$ cat config.mk
export PLATFORM = sky130hd
export DESIGN_NAME = zcd_window_packetizer
export DESIGN_NICKNAME = d
export VERILOG_FILES = /design/src/rtl/zcd_pkg.sv /design/src/rtl/zcd_pkt_fifo.sv /design/src/rtl/zcd_window_packetizer.sv
export SDC_FILE = /design/constraint.sdc
export NUM_CORES = 1
export LEC_CHECK = 0
export ABC_CLOCK_PERIOD_IN_PS = 12700
export BUFFER_PORTS_ARGS = -buffer_cell sky130_fd_sc_hd__buf_2
export CORE_UTILIZATION = 40
export DETAILED_ROUTE_END_ITERATION = 10
export SYNTH_ARGS = -nofsm -noshare
export SYNTH_HDL_FRONTEND = slang
export SYNTH_HIERARCHICAL = 1
export SYNTH_SLANG_ARGS = --single-unit
$ cat constraint.sdc
create_clock -name clk -period 12.7 [get_ports clk]
set_input_delay 3.81 -clock clk [delete_from_list [all_inputs] [get_ports clk]]
set_output_delay 3.81 -clock clk [all_outputs]
set_load 0.05 [all_outputs]
$ cat src/rtl/zcd_pkg.sv
// Shared definitions for the zero-crossing window packetizer.
// Holds the FSM state enum, the trailer tag bit and the default parameter values.
// Optional feature macro: ZCD_PKT_TRAILER_EN adds the TRAILER state.
package zcd_pkg;

   localparam int unsigned DefDataWidth = 46;
   localparam int unsigned DefRegWidth  = 32;
   localparam int unsigned DefFifoDepth = 16;

   // MSB of the trailer word, marking it apart from sample data.
   localparam logic TrailerTag = 1'b1;

   typedef enum logic [2:0] {
      StIdle,
      StCapture,
      StClose,
`ifdef ZCD_PKT_TRAILER_EN
      StTrailer,
`endif
      StWaitLow
   } state_e;

endpackage

$ cat src/rtl/zcd_pkt_fifo.sv
// Synchronous first-word-fall-through FIFO for the packetizer output stream.
// Ports:
//   clk, rst          clock, synchronous active-high reset
//   push, push_data   write request and word (ignored when full unless popping)
//   pop               read request (ignored when empty)
//   pop_data          head word, forced to zero while empty
//   full, empty       occupancy flags
module zcd_pkt_fifo #(
   parameter int unsigned Width = 47,
   parameter int unsigned Depth = 16
) (
   input  logic             clk,
   input  logic             rst,
   input  logic             push,
   input  logic [Width-1:0] push_data,
   input  logic             pop,
   output logic [Width-1:0] pop_data,
   output logic             full,
   output logic             empty
);

   localparam int unsigned Aw = $clog2(Depth);

   logic [Width-1:0] mem_q [Depth];
   logic [Aw:0]      wr_ptr_q, rd_ptr_q;
   logic             do_push, do_pop;

   // Extra pointer MSB distinguishes full from empty.
   assign empty   = (wr_ptr_q == rd_ptr_q);
   assign full    = (wr_ptr_q[Aw] != rd_ptr_q[Aw]) && (wr_ptr_q[Aw-1:0] == rd_ptr_q[Aw-1:0]);
   assign do_pop  = pop && !empty;
   assign do_push = push && (!full || do_pop);

   assign pop_data = empty ? '0 : mem_q[rd_ptr_q[Aw-1:0]];

   always_ff @(posedge clk) begin
      if (rst) begin
         wr_ptr_q <= '0;
         rd_ptr_q <= '0;
      end else begin
         if (do_push) wr_ptr_q <= wr_ptr_q + {{Aw{1'b0}}, 1'b1};
         if (do_pop)  rd_ptr_q <= rd_ptr_q + {{Aw{1'b0}}, 1'b1};
      end
   end

   always_ff @(posedge clk) begin
      if (do_push) mem_q[wr_ptr_q[Aw-1:0]] <= push_data;
   end

endmodule

$ cat src/rtl/zcd_window_packetizer.sv
// Packs samples captured while the zero-crossing detector holds "save" high into
// AXI-Stream packets. One sample is held back so the final word can carry tlast.
// Optional feature macro: ZCD_PKT_TRAILER_EN appends a {1, 0..., sample count} trailer
// word carrying tlast after each non-empty packet.
// Ports:
//   clk, rst                       clock, synchronous active-high reset
//   in_data, in_data_valid         tagged sample word and qualifier
//   save                           capture window gate
//   max_packet_samples             per-packet sample limit, 0 = unlimited
//   m_axis_tdata/tvalid/tready/tlast  output stream
//   overflow                       sticky, a window sample was dropped
//   packet_count                   packets closed since reset (wraps)
//   busy                           FSM not idle
module zcd_window_packetizer
   import zcd_pkg::*;
#(
   parameter int unsigned DATA_WIDTH = DefDataWidth,
   parameter int unsigned REG_WIDTH  = DefRegWidth,
   parameter int unsigned FIFO_DEPTH = DefFifoDepth
) (
   input  logic                  clk,
   input  logic                  rst,
   input  logic [DATA_WIDTH-1:0] in_data,
   input  logic                  in_data_valid,
   input  logic                  save,
   input  logic [REG_WIDTH-1:0]  max_packet_samples,
   output logic [DATA_WIDTH-1:0] m_axis_tdata,
   output logic                  m_axis_tvalid,
   input  logic                  m_axis_tready,
   output logic                  m_axis_tlast,
   output logic                  overflow,
   output logic [REG_WIDTH-1:0]  packet_count,
   output logic                  busy
);

   state_e                state_q, state_d;
   logic                  save_q;
   logic [DATA_WIDTH-1:0] hold_q, hold_d;
   logic                  hold_vld_q, hold_vld_d;
   logic [REG_WIDTH-1:0]  cnt_q, cnt_d, cnt_base;
   logic                  ovf_q, ovf_d;
   logic [REG_WIDTH-1:0]  pkt_cnt_q, pkt_cnt_d;

   logic                  push, pop, push_ok, full, empty;
   logic [DATA_WIDTH:0]   push_word, pop_word;
   logic                  load, start, drop;

   assign pop     = m_axis_tvalid && m_axis_tready;
   // A push into a full FIFO still lands when the head leaves in the same cycle.
   assign push_ok = !full || pop;

   always_comb begin
      state_d    = state_q;
      hold_d     = hold_q;
      hold_vld_d = hold_vld_q;
      cnt_d      = cnt_q;
      ovf_d      = ovf_q;
      pkt_cnt_d  = pkt_cnt_q;
      push       = 1'b0;
      push_word  = {1'b0, hold_q};
      load       = 1'b0;
      start      = 1'b0;
      drop       = 1'b0;

      unique case (state_q)
         StIdle: begin
            if (save && !save_q) begin
               start   = 1'b1;
               load    = in_data_valid;
               state_d = StCapture;
            end
         end
         StCapture: begin
            if (!save) state_d = StClose;
            else       load    = in_data_valid;
         end
         StClose: begin
            if (!hold_vld_q) begin
               state_d = StWaitLow;
            end else begin
               push = 1'b1;
`ifdef ZCD_PKT_TRAILER_EN
               push_word = {1'b0, hold_q};
               if (push_ok) begin
                  hold_vld_d = 1'b0;
                  state_d    = StTrailer;
               end
`else
               push_word = {1'b1, hold_q};
               if (push_ok) begin
                  hold_vld_d = 1'b0;
                  pkt_cnt_d  = pkt_cnt_q + REG_WIDTH'(1);
                  state_d    = StWaitLow;
               end
`endif
            end
         end
`ifdef ZCD_PKT_TRAILER_EN
         StTrailer: begin
            push      = 1'b1;
            push_word = {1'b1, TrailerTag, {(DATA_WIDTH-1-REG_WIDTH){1'b0}}, cnt_q};
            if (push_ok) begin
               pkt_cnt_d = pkt_cnt_q + REG_WIDTH'(1);
               state_d   = StWaitLow;
            end
         end
`endif
         StWaitLow: begin
            // Holds off re-arming until the current window has ended.
            if (!save) state_d = StIdle;
         end
         default: state_d = StIdle;
      endcase

      cnt_base = start ? '0 : cnt_q;
      if (start) cnt_d = '0;

      if (load) begin
         hold_d     = in_data;
         hold_vld_d = 1'b1;
         if (hold_vld_q) begin
            push      = 1'b1;
            push_word = {1'b0, hold_q};
            if (!push_ok) begin
               drop  = 1'b1;
               ovf_d = 1'b1;
            end
         end
         // A dropped word cancels the newly loaded one, so the count tracks retained words.
         if (!drop && cnt_base != '1) cnt_d = cnt_base + REG_WIDTH'(1);
         else                         cnt_d = cnt_base;
         if (max_packet_samples != '0 && cnt_d == max_packet_samples) state_d = StClose;
      end
   end

   always_ff @(posedge clk) begin
      if (rst) begin
         state_q    <= StIdle;
         save_q     <= 1'b0;
         hold_q     <= '0;
         hold_vld_q <= 1'b0;
         cnt_q      <= '0;
         ovf_q      <= 1'b0;
         pkt_cnt_q  <= '0;
      end else begin
         state_q    <= state_d;
         save_q     <= save;
         hold_q     <= hold_d;
         hold_vld_q <= hold_vld_d;
         cnt_q      <= cnt_d;
         ovf_q      <= ovf_d;
         pkt_cnt_q  <= pkt_cnt_d;
      end
   end

   zcd_pkt_fifo #(
      .Width (DATA_WIDTH + 1),
      .Depth (FIFO_DEPTH)
   ) u_fifo (
      .clk       (clk),
      .rst       (rst),
      .push      (push),
      .push_data (push_word),
      .pop       (pop),
      .pop_data  (pop_word),
      .full      (full),
      .empty     (empty)
   );

   assign m_axis_tvalid = !empty;
   assign m_axis_tlast  = pop_word[DATA_WIDTH];
   assign m_axis_tdata  = pop_word[DATA_WIDTH-1:0];
   assign overflow      = ovf_q;
   assign packet_count  = pkt_cnt_q;
   assign busy          = (state_q != StIdle);

endmodule

==> impl_summary.md, run 1 <==
Outcome
The flow ran to the end, and the final reports show no timing, DRC or antenna violations.

Floorplanning
In this run the vertical extent of the chip is 299 um. For this configuration, the core starts out at a cell density of 40.5%. Pin placement for this block handled 165 I/O pins.

The die covers 89,200 sq um. Measured along the x axis, the die boundary spans 299 um. The placeable core area is between 80,000 and 90,000 sq um.

The number of placement rows is 108.

STA
Setup repair after global routing left no endpoint under its margin. The final critical-path required period is around 8100 ps. The worst pin sits at a relative slew slack of 28.3%. Setup violations remaining at the end of the flow were counted as 0. Setup slack on the critical path of the routed design comes to about 4600 ps. The timing-limited maximum frequency is roughly 0.12 GHz. In the final timing run, aggregate negative setup slack is 0 ps. The share of the clock period used by the worst path is 63.5%.

The slew of the pin with the lowest slew margin is 1070 ps. The total count of hold-check failures in the final report came to 0. The worst hold slack is 485 ps. The final max-slew violation count is 0. The worst clock skew is 18.8 ps.

Placed design
Prior to clock tree synthesis, the placed netlist has a worst setup slack of 4440 ps. The number of I/O port buffers is roughly 160. The total instance count after detailed placement is 3,287. The half-perimeter wire length after detailed placement is 47,800 um. The final RePlAce weighted congestion is 0.912.

Synthesis
The fraction of post-synthesis cell area in the top cell type by area is between 60 and 70%. The number of flops mapped to enable cells by yosys is 752. Ranked by total cell area, the synthesized netlist is headed by edfxtp_1 64%, mux4_2 12%, dfxtp_1 7.4%, nand2_1 1.7%, o22ai_1 1.7%. The biggest area contributor in the post-synthesis netlist is edfxtp_1. The most used flip-flop cell after synthesis is edfxtp_1. Averaged over all synthesized cells, the footprint is around 17 sq um.

Counting every net in the synthesized netlist gives roughly 2,100. Synthesis inferred slightly below 900 register bits. The number of different library cells in the post-synthesis netlist is 73. The synthesized netlist occupies a cell area of 35,200 sq um. The synthesized instance count is slightly above 2,000.

After synthesis, the share of flip-flops with an asynchronous set or reset is 0%. During synthesis, Yosys emitted a total of 6 warnings. The fraction of the yosys area taken by sequential cells is 71.5%.

Setup path
STA classifies the critical path endpoint as an output pin. STA classifies the critical path startpoint as a flop. The critical path goes through buf_4, nand2b_2, buf_4, o22ai_1, nor3_1, buf_2. The endpoint required time on the critical path is 8890 ps.

The cell that appears most often on the critical path is buf_4. The delay of the slowest critical-path stage is 890 ps. The cell type of the slowest stage on the worst timing path is buf_4.

The maximum fanout along the worst path is 48. Data arrives at the worst endpoint at roughly 4300 ps. The family with the most delay on the worst path is buffers and inverters. The critical path is of the reg -> out type.

The critical path contains buffers and inverters numbering 3 combined.

Global routing
The pin count of the biggest net entering global routing is 61. The overall routing resource usage is slightly above 20%. After global routing the overflow that remains totals 0. The layer with the highest usage after global routing is met2. The met2 global-route usage is between 30% and 40%. The first global-routing pass estimated 132,000 um of wire.

The met1 usage is 28.1%. The via count of the first global-routing pass is slightly above 20,000. The number of antenna violations at the first check in global routing was 2. The routing usage on met3 is 3.29%.

Finish
The net count of the finished layout is 2,316. The count of inserted antenna diode cells is 0. The post-route non-filler standard cell count is about 3,500. The number of fillers in the final layout is about 7,500. The share of final-layout standard cells stronger than drive strength 1 is 25.8%.

The area growth from synthesis to layout is 14.6%.

CTS
The number of H-tree levels is 3. The clock passes through at most 3 buffers. The later pin in the worst-skew pair is clocked with a latency of 650 ps. The cts-stage hold buffer count is 0. In this run the post-CTS setup repair buffer count came out at 0.

The CTS buffer count is between 90 and 100. The clock tree from TritonCTS is done. After clock tree synthesis, the repair step resized 0 gates. The clock root buffer is clkbuf_16. The tree built by TritonCTS fans out to 882 sinks.

After clock tree synthesis, the clock-pin slew on the worst setup and hold paths is around 60 ps.

Drt
The routed layout has 19,500 vias. The detailed-route DRC error count is 0. In the final routed layout, each cell accounts on average for 25.9 um. After the first detailed-routing iteration, the DRC count stood at about 1,400. The sum of routed wire length over all layers is 89,600 um. The pre-antenna-repair detailed-routing pass consisted of 5 iterations. The number of nets with antenna violations after routing is 0.

Using the TritonRoute via totals, the vias-per-cell ratio works out to ~5.6.

Pwr
The maximum vdd ir drop is between 0.0001 and 0.00015 V. The total leakage power is 13.5 nW. The power per unit of standard cell area is approximately 150 nW/um^2.

Flow run
The tool flagged a number of max-cap violations equal to 0.

Worst hold path
The tightest min-delay check is of the reg -> reg type.
-- layout by cell type (no fill, tap or decap), types with 12 or more instances in the layout --
cell	netlist	final
nor3_1	48	47
edfxtp_1	752	752
xnor2_1	50	50
nor2_1	99	98
nor4_1	13	13
a21oi_1	69	69
nand2_1	158	157
buf_2	50	163
clkbuf_1	38	12
clkinv_2	0	16
o21ai_0	14	14
mux4_2	188	188
clkinv_1	0	17
or3_1	14	14
nand3_1	36	35
and3_2	0	13
xor2_1	62	62
buf_4	3	35
dfxtp_1	130	127
o22ai_1	94	94
nor3_2	18	19
clkbuf_16	0	92
nand4_1	29	29
-- tightest hold or removal path: stages, from the launching register on --
cell	delay, ps
dfxtp_1	320
a21oi_1	40
nor2_1	80
-- final cells by class --
type / count / area, sq um / share of cell area [%]
Sequential cell: 882 / 25200 / 62.5
Multi-Input combinational cell: 1041 / 9450 / 23.4
Clock buffer: 110 / 2430 / 6.02
Tap cell: 1155 / 1450 / 3.58
Timing Repair Buffer: 198 / 1080 / 2.67
Clock inverter: 62 / 689 / 1.71
Inverter: 11 / 41.3 / 0.102
-- flip-flops by register name, summed over array words and instances (netlist names), named ones only --
name,flops
cnt_q,32
overflow,1
u_fifo/mem_q,752
state_q,3
hold_vld_q,1
save_q,1
packet_count,32
u_fifo/rd_ptr_q,5
u_fifo/wr_ptr_q,5
hold_q,46
-- through the flow --
stage | util [%] | total power (W) | instance area (sq um)
2_1_floorplan | - | 0.00323 | 35200
4_1_cts | 46.3 | 0.00600 | 40300
3_5_place_dp | 42.8 | 0.00327 | 37200
3_3_place_gp | 42.8 | 0.00327 | 37200
6_report | 46.3 | 0.00594 | 40300
5_1_grt | 46.3 | 0.00611 | 40300
-- metal layers --
metal / part of all wire, % / up-vias / routed length, um
met2: 49 / 601 / 43700
met4: 2.1 / 2 / 1920
met5: 0.015 / - / 13
met3: 6.1 / 134 / 5470
met1: 43 / 10300 / 38600
li1: - / 8497 / -
-- cells by family after synthesis --
logic type	Yosys count	share of synthesized area [%]
simple gates	502	7.37
fa+ha+maj	7	0.249
buf+inv	123	1.82
xor+xnor	114	2.88
mux	192	12.1
flops	882	71.5
other cells	1	0.0107
compound gates	225	3.99
-- cell usage after synthesis (24+ instances only) --
cell type and instances:
nand4_1 29, dfxtp_1 130, xnor2_1 50, nor2_1 99, edfxtp_1 752, xor2_1 62, nand3_1 36, clkbuf_1 38
and3_1 24, nand2_1 158, a21oi_1 69, o22ai_1 94, buf_2 50, mux4_2 188, nor3_1 48
-- where the power goes --
part / switching (W) / internal (W)
sequential: 0.0000180 / 0.00312
combinational: 0.0000475 / 0.0000218
clock: 0.00113 / 0.00160
-- final timing paths --
| check | startpoint | endpoint | slack (ps) | cells past startpoint |
|---|---|---|---|---|
| worst min-delay path | overflow | overflow | 480 | 2 |
| worst max-delay path | flop | m_axis_tdata[45] | 4640 | 6 |
| worst max register to register | state_q[0] | state_q[0] | 8030 | 16 |
| worst min register to register | overflow | overflow | 480 | 2 |
Power figures use the tool's default switching activity.
==> inputs of run 2 (changes only) <==
- ABC_CLOCK_PERIOD_IN_PS: 12700 -> 8200
- clock period: 12.7 -> 8.2 ns (I/O delays scaled with it)
==> impl_summary.md, run 2 (synthesis results as in run 1) <==
STA
The final max-slew violation count is 0 (unchanged). The total count of hold-check failures in the final report is 0 (unchanged). Derived from the worst setup path, the maximum achievable clock frequency is 0.157 GHz. Setup repair after global routing left no endpoint under its margin. The final setup violation count is 0 (unchanged).

The final critical-path required period is 6360 ps. The setup total negative slack came to 0 ps (unchanged). The worst slew margin relative to its limit was 23.8% (-4.6 points).

The worst clock skew is 38.6 ps (+19.8 ps). The slew of the pin with the lowest slew margin is 1140 ps (+68.3 ps). The worst path uses 77.6% of the clock period.

Floorplanning
The placeable core area is 87,000 sq um (unchanged). The effective utilization at floorplan was 40.5% (unchanged). The overall die area is 89,200 sq um (unchanged). The number of placement rows came to 108 (unchanged). The die extent in y is 299 um (unchanged). The width of the die came to 299 um (unchanged). The top-level port count is 165 (unchanged).

Finish
The share of final-layout standard cells stronger than drive strength 1 is 25.9% (+0.064 points). The post-route non-filler standard cell count is 3,461 (+0.058%). The library cell used most frequently in the layout, excluding fill and tap cells, is edfxtp_1.

In the layout the commonest cells are 752 x edfxtp_1, 188 x mux4_2, 163 x buf_2. The count of inserted antenna diode cells is 0 (unchanged). Compared with the post-synthesis result, the final layout area differs by 14.9%.

The layout net count came to 2,318 (+0.086%). The flip-flop count of the largest register after layout is 752 (unchanged).

Drt
The sum of routed wire length over all layers is 89,700 um (about the same). The iteration count of the initial detailed-routing pass was 5 (unchanged). The via count is 19,800 (+1.4%). The DRC marker count from the first detailed-route iteration is 1,579 (+9.9%). The vias per cell is 5.71 (+1.3%). The detailed-route DRC error count is 0 (unchanged). The routed length per placed instance is 25.9 um (about the same). The number of nets with antenna violations after routing was 0 (unchanged).

Pwr
The power per unit of standard cell area is 230 nW/um^2 (+56%). The portion of total power attributed to sequential cells is 52.3% (-0.5 points). The clock network fraction of design power came to 46.5% (+0.5 points). The internal cell power is 0.00743 W (+57%). The switching power as a share of total power is 20.0% (-0.092 points). The total power consumption of the routed design was 0.00930 W (+56%). The power dissipated by switching net loads is 0.00186 W (+56%). The maximum vdd ir drop is 0.000153 V (+50%). The total leakage power is 13.5 nW (about the same). The combinational cell fraction of total power came to 1.2% (about the same).

CTS
The clock tree from TritonCTS is done. The post-cts gate resize count was 0 (unchanged). The cts-stage hold buffer count is 0 (unchanged). The CTS buffer count is 92 (unchanged). The buffer depth of the longest clock path is 3 (unchanged).

The count of clock tree sinks came to 882 (unchanged). The buffer count from post-CTS setup fixing is 0 (unchanged). The number of H-tree levels is 3 (unchanged). The clock slew at the register clock pins of the worst setup and hold paths is 60 ps (about the same). The tree is rooted in a clkbuf_16. The clock insertion delay at the later pin of the skew report is 650 ps (about the same).

Placed design
The number of I/O port buffers was 164 (unchanged). The final RePlAce weighted congestion is 0.921 (+1.0%). The total instance count after detailed placement was 3,289 (+0.061%).

The half-perimeter wire length after detailed placement was 50,400 um (+5.3%).

Setup path
The beginning of the worst register-to-register path is u_fifo/wr_ptr_q[2]. The end of the worst register-to-register path is state_q[0]. The setup path with the least slack is of type reg -> out. The maximum fanout along the worst path was 31 (-35%). In this run the worst setup path terminates at m_axis_tdata[6].

The length in cells of the worst reg-to-reg path is 14 (-2). The internal reg-to-reg setup slack is 3180 ps (-4850 ps). The sort of element at the end of the critical path is an output pin.

The data arrival time at the worst-slack endpoint is 3900 ps (-350 ps). The endpoint required time on the critical path came to 5740 ps (-3150 ps). The worst setup path is launched from a flop.

Global routing
The first-pass GRT wire length is 133,000 um (+0.70%). The overall routing resource usage is 20.2% (+0.025 points). The global route total overflow was 0 (unchanged). The pin count of the biggest net entering global routing was 71 (+16%). The number of antenna violations at the first check in global routing was 3 (+1). The via count of the first global-routing pass is 20,400 (+0.75%).

Outcome
The run finished with clean final reports.

Flow run
The count of max-cap constraint violations is 0 (unchanged).

Worst hold path
The class of the worst hold path is reg -> reg.
==> run 2: worst min path at each step <==
stage                     startpoint                to  cells after the start
floorplan                  cnt_q[29]         cnt_q[29]                      2
global placement            overflow          overflow                      2
detailed placement  packet_count[21]  packet_count[21]                      2
CTS                 packet_count[21]  packet_count[21]                      2
global route        packet_count[21]  packet_count[21]                      2
finish              packet_count[21]  packet_count[21]                      2
==> run 2: critical path, stage by stage (launching register included) <==
cell and delay (ps):
dfxtp_4 640, buf_4 620, nand2b_2 790, buf_4 550, o22ai_1 260, nor3_1 110
buf_2 260
==> run 2: layer usage <==
metal  track usage [%]  vias to the layer above  wire [um]
li1                  -                     8501          -
met1              28.0                    10400      38300
met2              32.2                      695      42500
met3              4.40                      147       6690
met4              5.48                        6       2120
met5                 0                        -         42
==> run 2: metrics by stage <==
stage	util [%]	area (sq um)	hold WS, ps	worst slack [ps]
2_1_floorplan	-	35200	491	220
3_3_place_gp	42.8	37200	457	1370
3_5_place_dp	42.8	37200	487	1320
4_1_cts	46.5	40400	497	1700
5_1_grt	46.5	40400	523	1600
6_report	46.5	40400	498	1840
==> run 2: layout make-up <==
cell class | count | area, sq um
Sequential cell | 882 | 25200
Fill cell | 7434 | 46600
Clock buffer | 133 | 2660
Inverter | 11 | 41.3
Tap cell | 1155 | 1450
Timing Repair Buffer | 200 | 1110
Multi-Input combinational cell | 1041 | 9450
Clock inverter | 39 | 546
==> run 2: power groups by stage <==
| stage | clock network [W] | registers, W | logic [W] |
|---|---|---|---|
| after floorplan | 0 | 0.00495 | 0.0000504 |
| after global placement | 0 | 0.00496 | 0.000108 |
| after detailed placement | 0 | 0.00496 | 0.000108 |
| after CTS | 0.00441 | 0.00487 | 0.000109 |
| after global routing | 0.00458 | 0.00487 | 0.000117 |
| final | 0.00432 | 0.00487 | 0.000108 |
